$ cat config.mk
export PLATFORM = sky130hd
export DESIGN_NAME = ctrl_opcode_feeder_flat
export DESIGN_NICKNAME = d
export VERILOG_FILES = /design/src/rtl/ctrl_pkg.sv /design/src/rtl/ctrl_opcode_feeder_if.sv /design/src/rtl/ctrl_sync_fifo.sv /design/src/rtl/ctrl_opcode_feeder.sv /design/src/flat_wrapper.sv
export SDC_FILE = /design/constraint.sdc
export NUM_CORES = 1
export LEC_CHECK = 0
export CAP_MARGIN = 20
export CORE_MARGIN = 3
export CORE_UTILIZATION = 55
export CTS_BUF_LIST = sky130_fd_sc_hd__clkbuf_8
export CTS_CLUSTER_SIZE = 28
export DETAILED_ROUTE_END_ITERATION = 8
export DONT_BUFFER_PORTS = 1
export PLACE_DENSITY = 0.66
export SYNTH_ARGS = -nofsm -noshare
export SYNTH_HDL_FRONTEND = slang
export SYNTH_SLANG_ARGS = --single-unit
$ cat constraint.sdc
create_clock -name clk -period 5.65 [get_ports clk]
set_input_delay 0 -clock clk [delete_from_list [all_inputs] [get_ports clk]]
set_output_delay 0 -clock clk [all_outputs]
set_load 0.02 [all_outputs]
$ cat src/rtl/ctrl_pkg.sv
// Shared types for the control-decoder opcode feeder.
package ctrl_pkg;

  localparam int unsigned OP_W   = 7;
  localparam int unsigned HOLD_W = 2;

  typedef struct packed {
    logic [OP_W-1:0]   op;
    logic [HOLD_W-1:0] hold;
  } entry_t;

  typedef enum logic {
    IDLE  = 1'b0,
    ISSUE = 1'b1
  } issue_state_t;

endpackage

$ cat src/rtl/ctrl_opcode_feeder_if.sv
// Upstream opcode handshake, flush, and decoder-side presentation signals.
interface ctrl_opcode_feeder_if
  import ctrl_pkg::*;
#(
  parameter int unsigned DEPTH = 4
);

  localparam int unsigned LVL_W = $clog2(DEPTH) + 1;

  logic              in_valid;
  logic              in_ready;
  logic [OP_W-1:0]   in_op;
  logic [HOLD_W-1:0] in_hold;
  logic              flush;
  logic              op_valid;
  logic [OP_W-1:0]   op_out;
  logic              op_first;
  logic              op_last;
  logic              dec_ready;
  logic [LVL_W-1:0]  fifo_level;

  modport master (
    output in_valid, in_op, in_hold, flush, dec_ready,
    input  in_ready, op_valid, op_out, op_first, op_last, fifo_level
  );

  modport slave (
    input  in_valid, in_op, in_hold, flush, dec_ready,
    output in_ready, op_valid, op_out, op_first, op_last, fifo_level
  );

endinterface

$ cat src/rtl/ctrl_sync_fifo.sv
// Synchronous FIFO of opcode entries; pointers carry one extra wrap bit.
module ctrl_sync_fifo
  import ctrl_pkg::*;
#(
  parameter int unsigned DEPTH = 4
) (
  input  logic                   clk,
  input  logic                   rst,
  input  logic                   flush,
  input  logic                   push,
  input  logic                   pop,
  input  entry_t                 wdata,
  output entry_t                 rdata_c,
  output logic                   full_c,
  output logic                   empty_c,
  output logic [$clog2(DEPTH):0] level_c
);

  localparam int unsigned AW = $clog2(DEPTH);

  logic [AW:0] wr_ptr;
  logic [AW:0] rd_ptr;
  entry_t      mem [DEPTH];

  // Pointer update; flush and reset both empty the queue.
  always_ff @(posedge clk) begin
    if (rst || flush) begin
      wr_ptr <= '0;
      rd_ptr <= '0;
    end else begin
      if (push) wr_ptr <= wr_ptr + (AW+1)'(1);
      if (pop)  rd_ptr <= rd_ptr + (AW+1)'(1);
    end
  end

  // Storage write; contents need no reset since the pointers gate visibility.
  always_ff @(posedge clk) begin
    if (push) mem[wr_ptr[AW-1:0]] <= wdata;
  end

  assign rdata_c = mem[rd_ptr[AW-1:0]];
  assign empty_c = (wr_ptr == rd_ptr);
  assign full_c  = (wr_ptr[AW] != rd_ptr[AW]) && (wr_ptr[AW-1:0] == rd_ptr[AW-1:0]);
  assign level_c = wr_ptr - rd_ptr;

endmodule

$ cat src/rtl/ctrl_opcode_feeder.sv
// Buffers opcodes and presents each to the decoder for 1 + hold accepted beats.
module ctrl_opcode_feeder
  import ctrl_pkg::*;
#(
  parameter int unsigned DEPTH = 4
) (
  input  logic                 clk,
  input  logic                 rst,
  ctrl_opcode_feeder_if.slave  bus
);

  logic         full;
  logic         empty;
  logic         push;
  logic         pop;
  entry_t       head;
  entry_t       wentry;
  logic [$clog2(DEPTH):0] level;

  issue_state_t      state_q, state_d;
  logic [HOLD_W-1:0] cnt_q, cnt_d;
  logic [OP_W-1:0]   op_q, op_d;
  logic              valid_q, valid_d;
  logic              first_q, first_d;
  logic              last_q, last_d;
  logic              accept;

  assign bus.in_ready = !full && !bus.flush && !rst;
  assign push         = bus.in_valid && bus.in_ready;
  assign wentry       = '{op: bus.in_op, hold: bus.in_hold};

  ctrl_sync_fifo #(.DEPTH(DEPTH)) u_fifo (
    .clk     (clk),
    .rst     (rst),
    .flush   (bus.flush),
    .push    (push),
    .pop     (pop),
    .wdata   (wentry),
    .rdata_c (head),
    .full_c  (full),
    .empty_c (empty),
    .level_c (level)
  );

  assign accept = valid_q && bus.dec_ready;

  // Issue register and hold counter.
  always_ff @(posedge clk) begin
    if (rst) begin
      state_q <= IDLE;
      cnt_q   <= '0;
      op_q    <= '0;
      valid_q <= 1'b0;
      first_q <= 1'b0;
      last_q  <= 1'b0;
    end else begin
      state_q <= state_d;
      cnt_q   <= cnt_d;
      op_q    <= op_d;
      valid_q <= valid_d;
      first_q <= first_d;
      last_q  <= last_d;
    end
  end

  // Next-state: load from FIFO head, count down accepted beats, or retire.
  always_comb begin
    state_d = state_q;
    cnt_d   = cnt_q;
    op_d    = op_q;
    valid_d = valid_q;
    first_d = first_q;
    pop     = 1'b0;

    unique case (state_q)
      IDLE: begin
        if (!empty) begin
          pop     = 1'b1;
          op_d    = head.op;
          cnt_d   = head.hold;
          first_d = 1'b1;
          valid_d = 1'b1;
          state_d = ISSUE;
        end
      end
      ISSUE: begin
        if (accept) begin
          if (cnt_q != '0) begin
            cnt_d   = cnt_q - HOLD_W'(1);
            first_d = 1'b0;
          end else if (!empty) begin
            pop     = 1'b1;
            op_d    = head.op;
            cnt_d   = head.hold;
            first_d = 1'b1;
          end else begin
            valid_d = 1'b0;
            first_d = 1'b0;
            state_d = IDLE;
          end
        end
      end
      default: state_d = IDLE;
    endcase

    // Flush wins over everything but keeps the last presented opcode.
    if (bus.flush) begin
      pop     = 1'b0;
      op_d    = op_q;
      cnt_d   = '0;
      valid_d = 1'b0;
      first_d = 1'b0;
      state_d = IDLE;
    end

    last_d = valid_d && (cnt_d == '0);
  end

  assign bus.op_valid   = valid_q;
  assign bus.op_out     = op_q;
  assign bus.op_first   = first_q;
  assign bus.op_last    = last_q;
  assign bus.fifo_level = level;

endmodule

$ cat src/flat_wrapper.sv
// flat-port wrapper written by rule: the top's interface ports become plain ports
module ctrl_opcode_feeder_flat import ctrl_pkg::*;
#(
  parameter int unsigned DEPTH = 4
)
  (clk, rst, bus_in_valid, bus_in_op, bus_in_hold, bus_flush, bus_dec_ready, bus_in_ready, bus_op_valid, bus_op_out, bus_op_first, bus_op_last, bus_fifo_level);
  ctrl_opcode_feeder_if #(.DEPTH(DEPTH)) bus_i ();
  input  logic clk;
  input  logic rst;
  input wire logic [$bits(bus_i.in_valid)-1:0] bus_in_valid;
  input wire logic [$bits(bus_i.in_op)-1:0] bus_in_op;
  input wire logic [$bits(bus_i.in_hold)-1:0] bus_in_hold;
  input wire logic [$bits(bus_i.flush)-1:0] bus_flush;
  input wire logic [$bits(bus_i.dec_ready)-1:0] bus_dec_ready;
  output wire logic [$bits(bus_i.in_ready)-1:0] bus_in_ready;
  output wire logic [$bits(bus_i.op_valid)-1:0] bus_op_valid;
  output wire logic [$bits(bus_i.op_out)-1:0] bus_op_out;
  output wire logic [$bits(bus_i.op_first)-1:0] bus_op_first;
  output wire logic [$bits(bus_i.op_last)-1:0] bus_op_last;
  output wire logic [$bits(bus_i.fifo_level)-1:0] bus_fifo_level;
  assign bus_i.in_valid = bus_in_valid;
  assign bus_i.in_op = bus_in_op;
  assign bus_i.in_hold = bus_in_hold;
  assign bus_i.flush = bus_flush;
  assign bus_i.dec_ready = bus_dec_ready;
  assign bus_in_ready = bus_i.in_ready;
  assign bus_op_valid = bus_i.op_valid;
  assign bus_op_out = bus_i.op_out;
  assign bus_op_first = bus_i.op_first;
  assign bus_op_last = bus_i.op_last;
  assign bus_fifo_level = bus_i.fifo_level;
  ctrl_opcode_feeder #(.DEPTH(DEPTH)) u_core (.clk(clk), .rst(rst), .bus(bus_i));
endmodule
Yosys cells after proc, flatten, opt, wreduce, memory -nomap -nowiden

Memory sizes are Yosys's and may differ from the RTL's. A register that Yosys moved wholly into a read port is not among the register bits.
Index checks and enable logic that the tools add are counted.
Widths: inputs -> output; s select.

Flip-flop bits (word level): 19
Bits in latches: 0
RAM bits: 36
Memory bits (read-only): 0
Output and inout bits: 14
Memories: 1

$add $sub $neg: 4
Multiply operators: 0
Divide/modulo/power cells: 0
$lt $le $gt $ge: 0
Equality and inequality tests: 6
Shifts and indexed selects: 0
Muxes and demuxes: 30
Bitwise logic cells: 2
Reductions and logical operators: 15

Memories:

| memory            | depth | bits a word | read ports | clocked after memory_dff | write ports | line                 | text |
|---|---|---|---|---|---|---|---|
| u_core.u_fifo.mem | 4     | 9           | 1          | 1                        | 1           | ctrl_sync_fifo.sv:23 | `entry_t mem [DEPTH];` |

Operators by type and width:

| kind                | count |
|---|---|
| $mux 7              | 3 |
| $mux 1              | 15 |
| $pmux 7 s2          | 1 |
| $mux 2              | 6 |
| $pmux 1 s2          | 4 |
| $add 3x1->3 const B | 2 |
| $logic_and 1x1->1   | 6 |
| $ne 2x2->1 const B  | 3 |
| $pmux 2 s2          | 1 |
| $eq 3x3->1          | 1 |
| $logic_not 1->1     | 3 |
| $reduce_and 3->1    | 1 |
| $sub 3x3->3         | 1 |
| $eq 2x2->1          | 1 |
| $logic_not 2->1     | 1 |
| $not 1->1           | 2 |
| $reduce_and 2->1    | 1 |
| $reduce_bool 2->1   | 1 |
| $reduce_or 2->1     | 1 |
| $sub 2x1->2 const B | 1 |
| $logic_or 1x1->1    | 1 |
| $ne 1x1->1          | 1 |

Longest topological paths before layout

Word-level depth: 8
Mapped depth: 7
Gate-level depth less buffers: 6

Modules after synthesis

From an unflattened synthesis, not the netlist that was laid out.

Cell total of the unflattened synthesis: 156
Area, all modules: 2358.5 um^2

By module, submodules not included:

| module             | times used | cells each | area each (um^2) | seq. area each (um^2) |
|---|---|---|---|---|
| ctrl_sync_fifo     | 1          | 95         | 1757.9           | 1241.2 |
| ctrl_opcode_feeder | 1          | 61         | 600.6            | 260.2 |

Worst setup path before layout

Ideal clock, no wire load.

Path type: reg2reg
Start: reg u_core.u_fifo.wr_ptr[0]
End: reg u_core.u_fifo.rd_ptr[2]
Setup time: 0.116 ns
Arrival: 1.917 ns
Required time: 5.534 ns
Path slack: 3.617 ns
Cell stages (with the launch flop): 8
Cell sequence: dfxtp_1 > inv_1 > ha_1 > and2_1 > clkbuf_1 > a221oi_4 > a21oi_1 > a31o_2

Word-level cells in the longest chain between the ends: 6

RTL lines:

| item                   | line                                               | text |
|---|---|---|
| from (decl)            | ctrl_sync_fifo.sv:21                               | `logic [AW:0] wr_ptr;` |
| from (signal assigned) | ctrl_sync_fifo.sv:31                               | `if (push) wr_ptr <= wr_ptr + (AW+1)'(1);` |
| $eq 3x3->1 (*)         | ctrl_sync_fifo.sv:42                               | `assign empty_c = (wr_ptr == rd_ptr);` |
| $mux 1 (*)             | ctrl_opcode_feeder.sv:77, ctrl_opcode_feeder.sv:91 |  |
| $mux 1                 | ctrl_opcode_feeder.sv:88                           | `if (cnt_q != '0) begin` |
| $mux 1                 | ctrl_opcode_feeder.sv:87                           | `if (accept) begin` |
| $pmux 1 s2 (*)         | ctrl_opcode_feeder.sv:75                           | `unique case (state_q)` |
| $mux 1 (*)             | ctrl_opcode_feeder.sv:107                          | `if (bus.flush) begin` |
| to (signal assigned)   | ctrl_sync_fifo.sv:32                               | `if (pop) rd_ptr <= rd_ptr + (AW+1)'(1);` |
| to (decl)              | ctrl_sync_fifo.sv:22                               | `logic [AW:0] rd_ptr;` |

Every way passes the cells marked *; elsewhere a longest branch is shown, timed or not.
A chain may end at the register's enable or synchronous reset.

Worst setup path in the final report

Start: reg u_core.u_fifo.wr_ptr[0]
End: reg u_core.op_q[6], in the netlist u_core.bus.op_out[6]

Word-level cells in the longest chain between the ends: 5

RTL lines:

| item                 | line                     | text |
|---|---|---|
| $eq 3x3->1 (*)       | ctrl_sync_fifo.sv:42     |  |
| $mux 7 (*)           | n/a                      |  |
| $mux 7 (2 in series) | n/a                      |  |
| $pmux 7 s2 (*)       | n/a                      |  |
| to (signal assigned) | ctrl_opcode_feeder.sv:59 | `op_q <= op_d;` |
| to (decl)            | ctrl_opcode_feeder.sv:22 | `logic [OP_W-1:0] op_q, op_d;` |

Every way passes the cells marked *; elsewhere a longest branch is shown, timed or not. The select of a mux whose other input is x is not followed.

==> metrics.md <==
| Metric | Value |
|---|---|
| Status | finished, final reports clean |
| Pin slew with the least headroom to its limit | 599 ps |
| Register area share after synthesis | a little under two thirds |
| Root buffer cell | clkbuf_8 |
| Core area | 0.00406 mm2 |
| Max capacitance violation total | 0 |
| Fin. max-slew vios | 0 |
| Synth-to-Final Area Change | 16.7% |
| Routed vias | ~1.3k |
| Post-synth top area cell | edfxtp_1 |
| Distinct cells, synth | 37 |
| Average size of a mapped cell | 14.9 um2 |
| Share of post-route cells with drive strength above 1 | between 10% and 20% |
| Later-pin clock latency in the skew report | around 330 ps |
| Final Hold Vio Count | 0 |
| TritonCTS clock tree | done |
| Buf/Inv on CP | 2 |
| Remaining antenna violation count | 0 |
| CP endpoint kind | register |
| Max Fclk | around 380 MHz |
| # diodes | 0 |
| Post-Syn Area | between 0.002 and 0.0025 mm2 |
| Largest stage delay, worst path | a little under 600 ps |
| CP max-delay cell | a221oi_4 |
| Most frequently used flop master after synthesis | edfxtp_1 |
| I/O Buffers | 0 |
| Initial core utilization | 58.1% |
| Vias in the first global route | between 1k and 1.5k |
| Post-CTS Setup Inserts | 0 |
| H-Tree Depth | 3 |
| Worst EP required | approximately 6000 ps |
| Endpoints failing setup | 0 |
| # placed instances | 202 |
| Total CTS buffers | 9 |
| Initial antenna violation count | 0 |
| DR DRC count | 0 |
| Ratio of final minimum period to clock period | a little under half |
| Crit start category | register |
| Data arrival, critical path | ~2800 ps |
| Largest net degree at the start of global routing | 12 |
| TritonCTS Sinks | 57 |
| Clk_skew | between 9 and 10 ps |
| EDFF count, synth | 36 |
| Num rows | 23 |
| Layout Nets | approximately 200 |
| Dpl cell area | approximately 0.0024 mm2 |
| CP max FO | 9 |
| Avg WL per Cell | roughly 17 um |
| Vias per Instance | 5.63 |
| Sum Neg Setup Slack | 0 ps |
| # resized after CTS | 0 |
| Pleak | around 0.00097 uW |
| Cells after synthesis | approximately 160 |
| Delay-heaviest family, CP | buffers and inverters |
| Final Wtd Congestion | about 0.76 |
| Synthesis-stage register bit count | 57 |
| DRT Pass-1 Iters | 4 |
| FFs w/ async S/R, synth | 0% |
| CTS Hold Bufs | 14 |
| Total GRT Usage | between 10% and 20% |
| Final Non-Filler Cells | ~230 |
| Worst-path clk slew | 60 ps |
| Total power draw | a little under 900 uW |
| Post-Syn Nets | 180 |
| PD cells | roughly 320 mW/mm2 |
| Final Cell Area | 0.00275 mm2 |
| WS Path Type | reg -> reg |
| Grt total ovfl | 0 |
| IO Pins | 28 |
| Synthesis Warnings | 0 |
| Final min period | 2630 ps |
| Slew HR | about 60% |
| Global-route wire length before repair | ~6400 um |
| Wirelength, routed | between 3000 and 4000 um |
| Min Hold Slack | 66.1 ps |
| Peak supply drop | 261 uV |
| Die H | 71.5 um |
| Synth area leaders | edfxtp_1, dfxtp_1, mux4_2 |
| Initial DRC count | 97 |
| Worst hold path type | in -> reg |
| Yosys top cell area share | approximately 46% |
| Hpwl dp | ~2700 um |
| Critical-path cell list | inv_1 -> ha_1 -> and2_1 -> a221oi_4 -> mux2i_1 -> nor2_1 -> dlygate4sd3_1 |
| Die Wd | 71.5 um |
| DIE AREA | about 0.005 mm2 |
| Commonest non-fill, non-tap cell in the layout | edfxtp_1 |
| Most frequent cells in the layout | edfxtp_1, dfxtp_1, nor2_1 |
| CTS Buffer Depth | 2 |
| RSZ-0062 raised after global routing | false |
per-stage QoR:
stage | util (%) | setup WS [ps]
after floorplan | - | 3620
after global placement | 58.9 | 3590
after CTS | 67.7 | 3020
after detailed placement | 58.9 | 3520
final | 67.7 | 3020
after global routing | 67.7 | 2860
sequential cells by signal, summed over array words and instances (netlist names), named ones only:
signal and cells:
u_core.u_fifo.mem 36, u_core.bus.op_out 7, u_core.u_fifo.rd_ptr 3, u_core.u_fifo.wr_ptr 3, u_core.cnt_q 2, u_core.bus.op_first 1
u_core.bus.op_last 1, u_core.bus.op_valid 1, u_core.state_q 1
worst paths after layout:
check                                              from                      end  slack (ps)  cells past startpoint
worst min register to register  u_core.u_fifo.wr_ptr[1]  u_core.u_fifo.wr_ptr[1]         570                      2
worst max-delay path            u_core.u_fifo.wr_ptr[0]     u_core.bus.op_out[6]        3020                      7
worst min-delay path                       bus_in_valid  u_core.u_fifo.wr_ptr[1]          70                      3
worst max register to register  u_core.u_fifo.wr_ptr[0]     u_core.bus.op_out[6]        3020                      7
cell usage after synthesis, drive strengths merged (4+ instances only):
cell type  count
xnor2          4
inv            8
nor2          17
clkbuf         4
dfxtp         21
and2           4
nand2          4
ha             7
mux4           9
a21oi          7
edfxtp        36
mux2i          9
cell type report:
type / count / area (um2)
Clock inverter: 6 / 82.6
Multi-Input combinational cell: 87 / 795
Tap cell: 50 / 62.6
Clock buffer: 10 / 138
Sequential cell: 57 / 1500
Inverter: 8 / 30.0
Timing Repair Buffer: 14 / 140
Fill cell: 287 / 1310
cells by family after synthesis:
family | count (synthesis) | share of synthesized area (%)
compound gates | 23 | 7.54
xor+xnor | 6 | 2.55
fa+ha+maj | 8 | 4.57
buf+inv | 14 | 2.55
flops | 57 | 63.7
mux | 18 | 12.4
simple gates | 32 | 6.64
metal layers:
layer / wire (um) / vias up / share of wire, % / global-route usage (%)
met4: 70 / 0 / 1.8 / 8.14
met1: 1700 / 626 / 43 / 21.7
met2: 1930 / 43 / 49 / 27.1
li1: - / 629 / - / -
met3: 221 / 8 / 5.6 / 5.47
met5: 0 / - / 0 / 0
power by group:
| group | internal (uW) | switching [uW] | leakage (uW) |
|---|---|---|---|
| sequential | 447 | 4.88 | 0.000495 |
| combinational | 15.2 | 16.6 | 0.000354 |
| clock | 258 | 151 | 0.000117 |
worst min-delay path, cell delays in order:
cell     delay (ps)
o211a_1         140
mux2i_1         130
nor2_1           80
(Power assumes the default switching activity.)
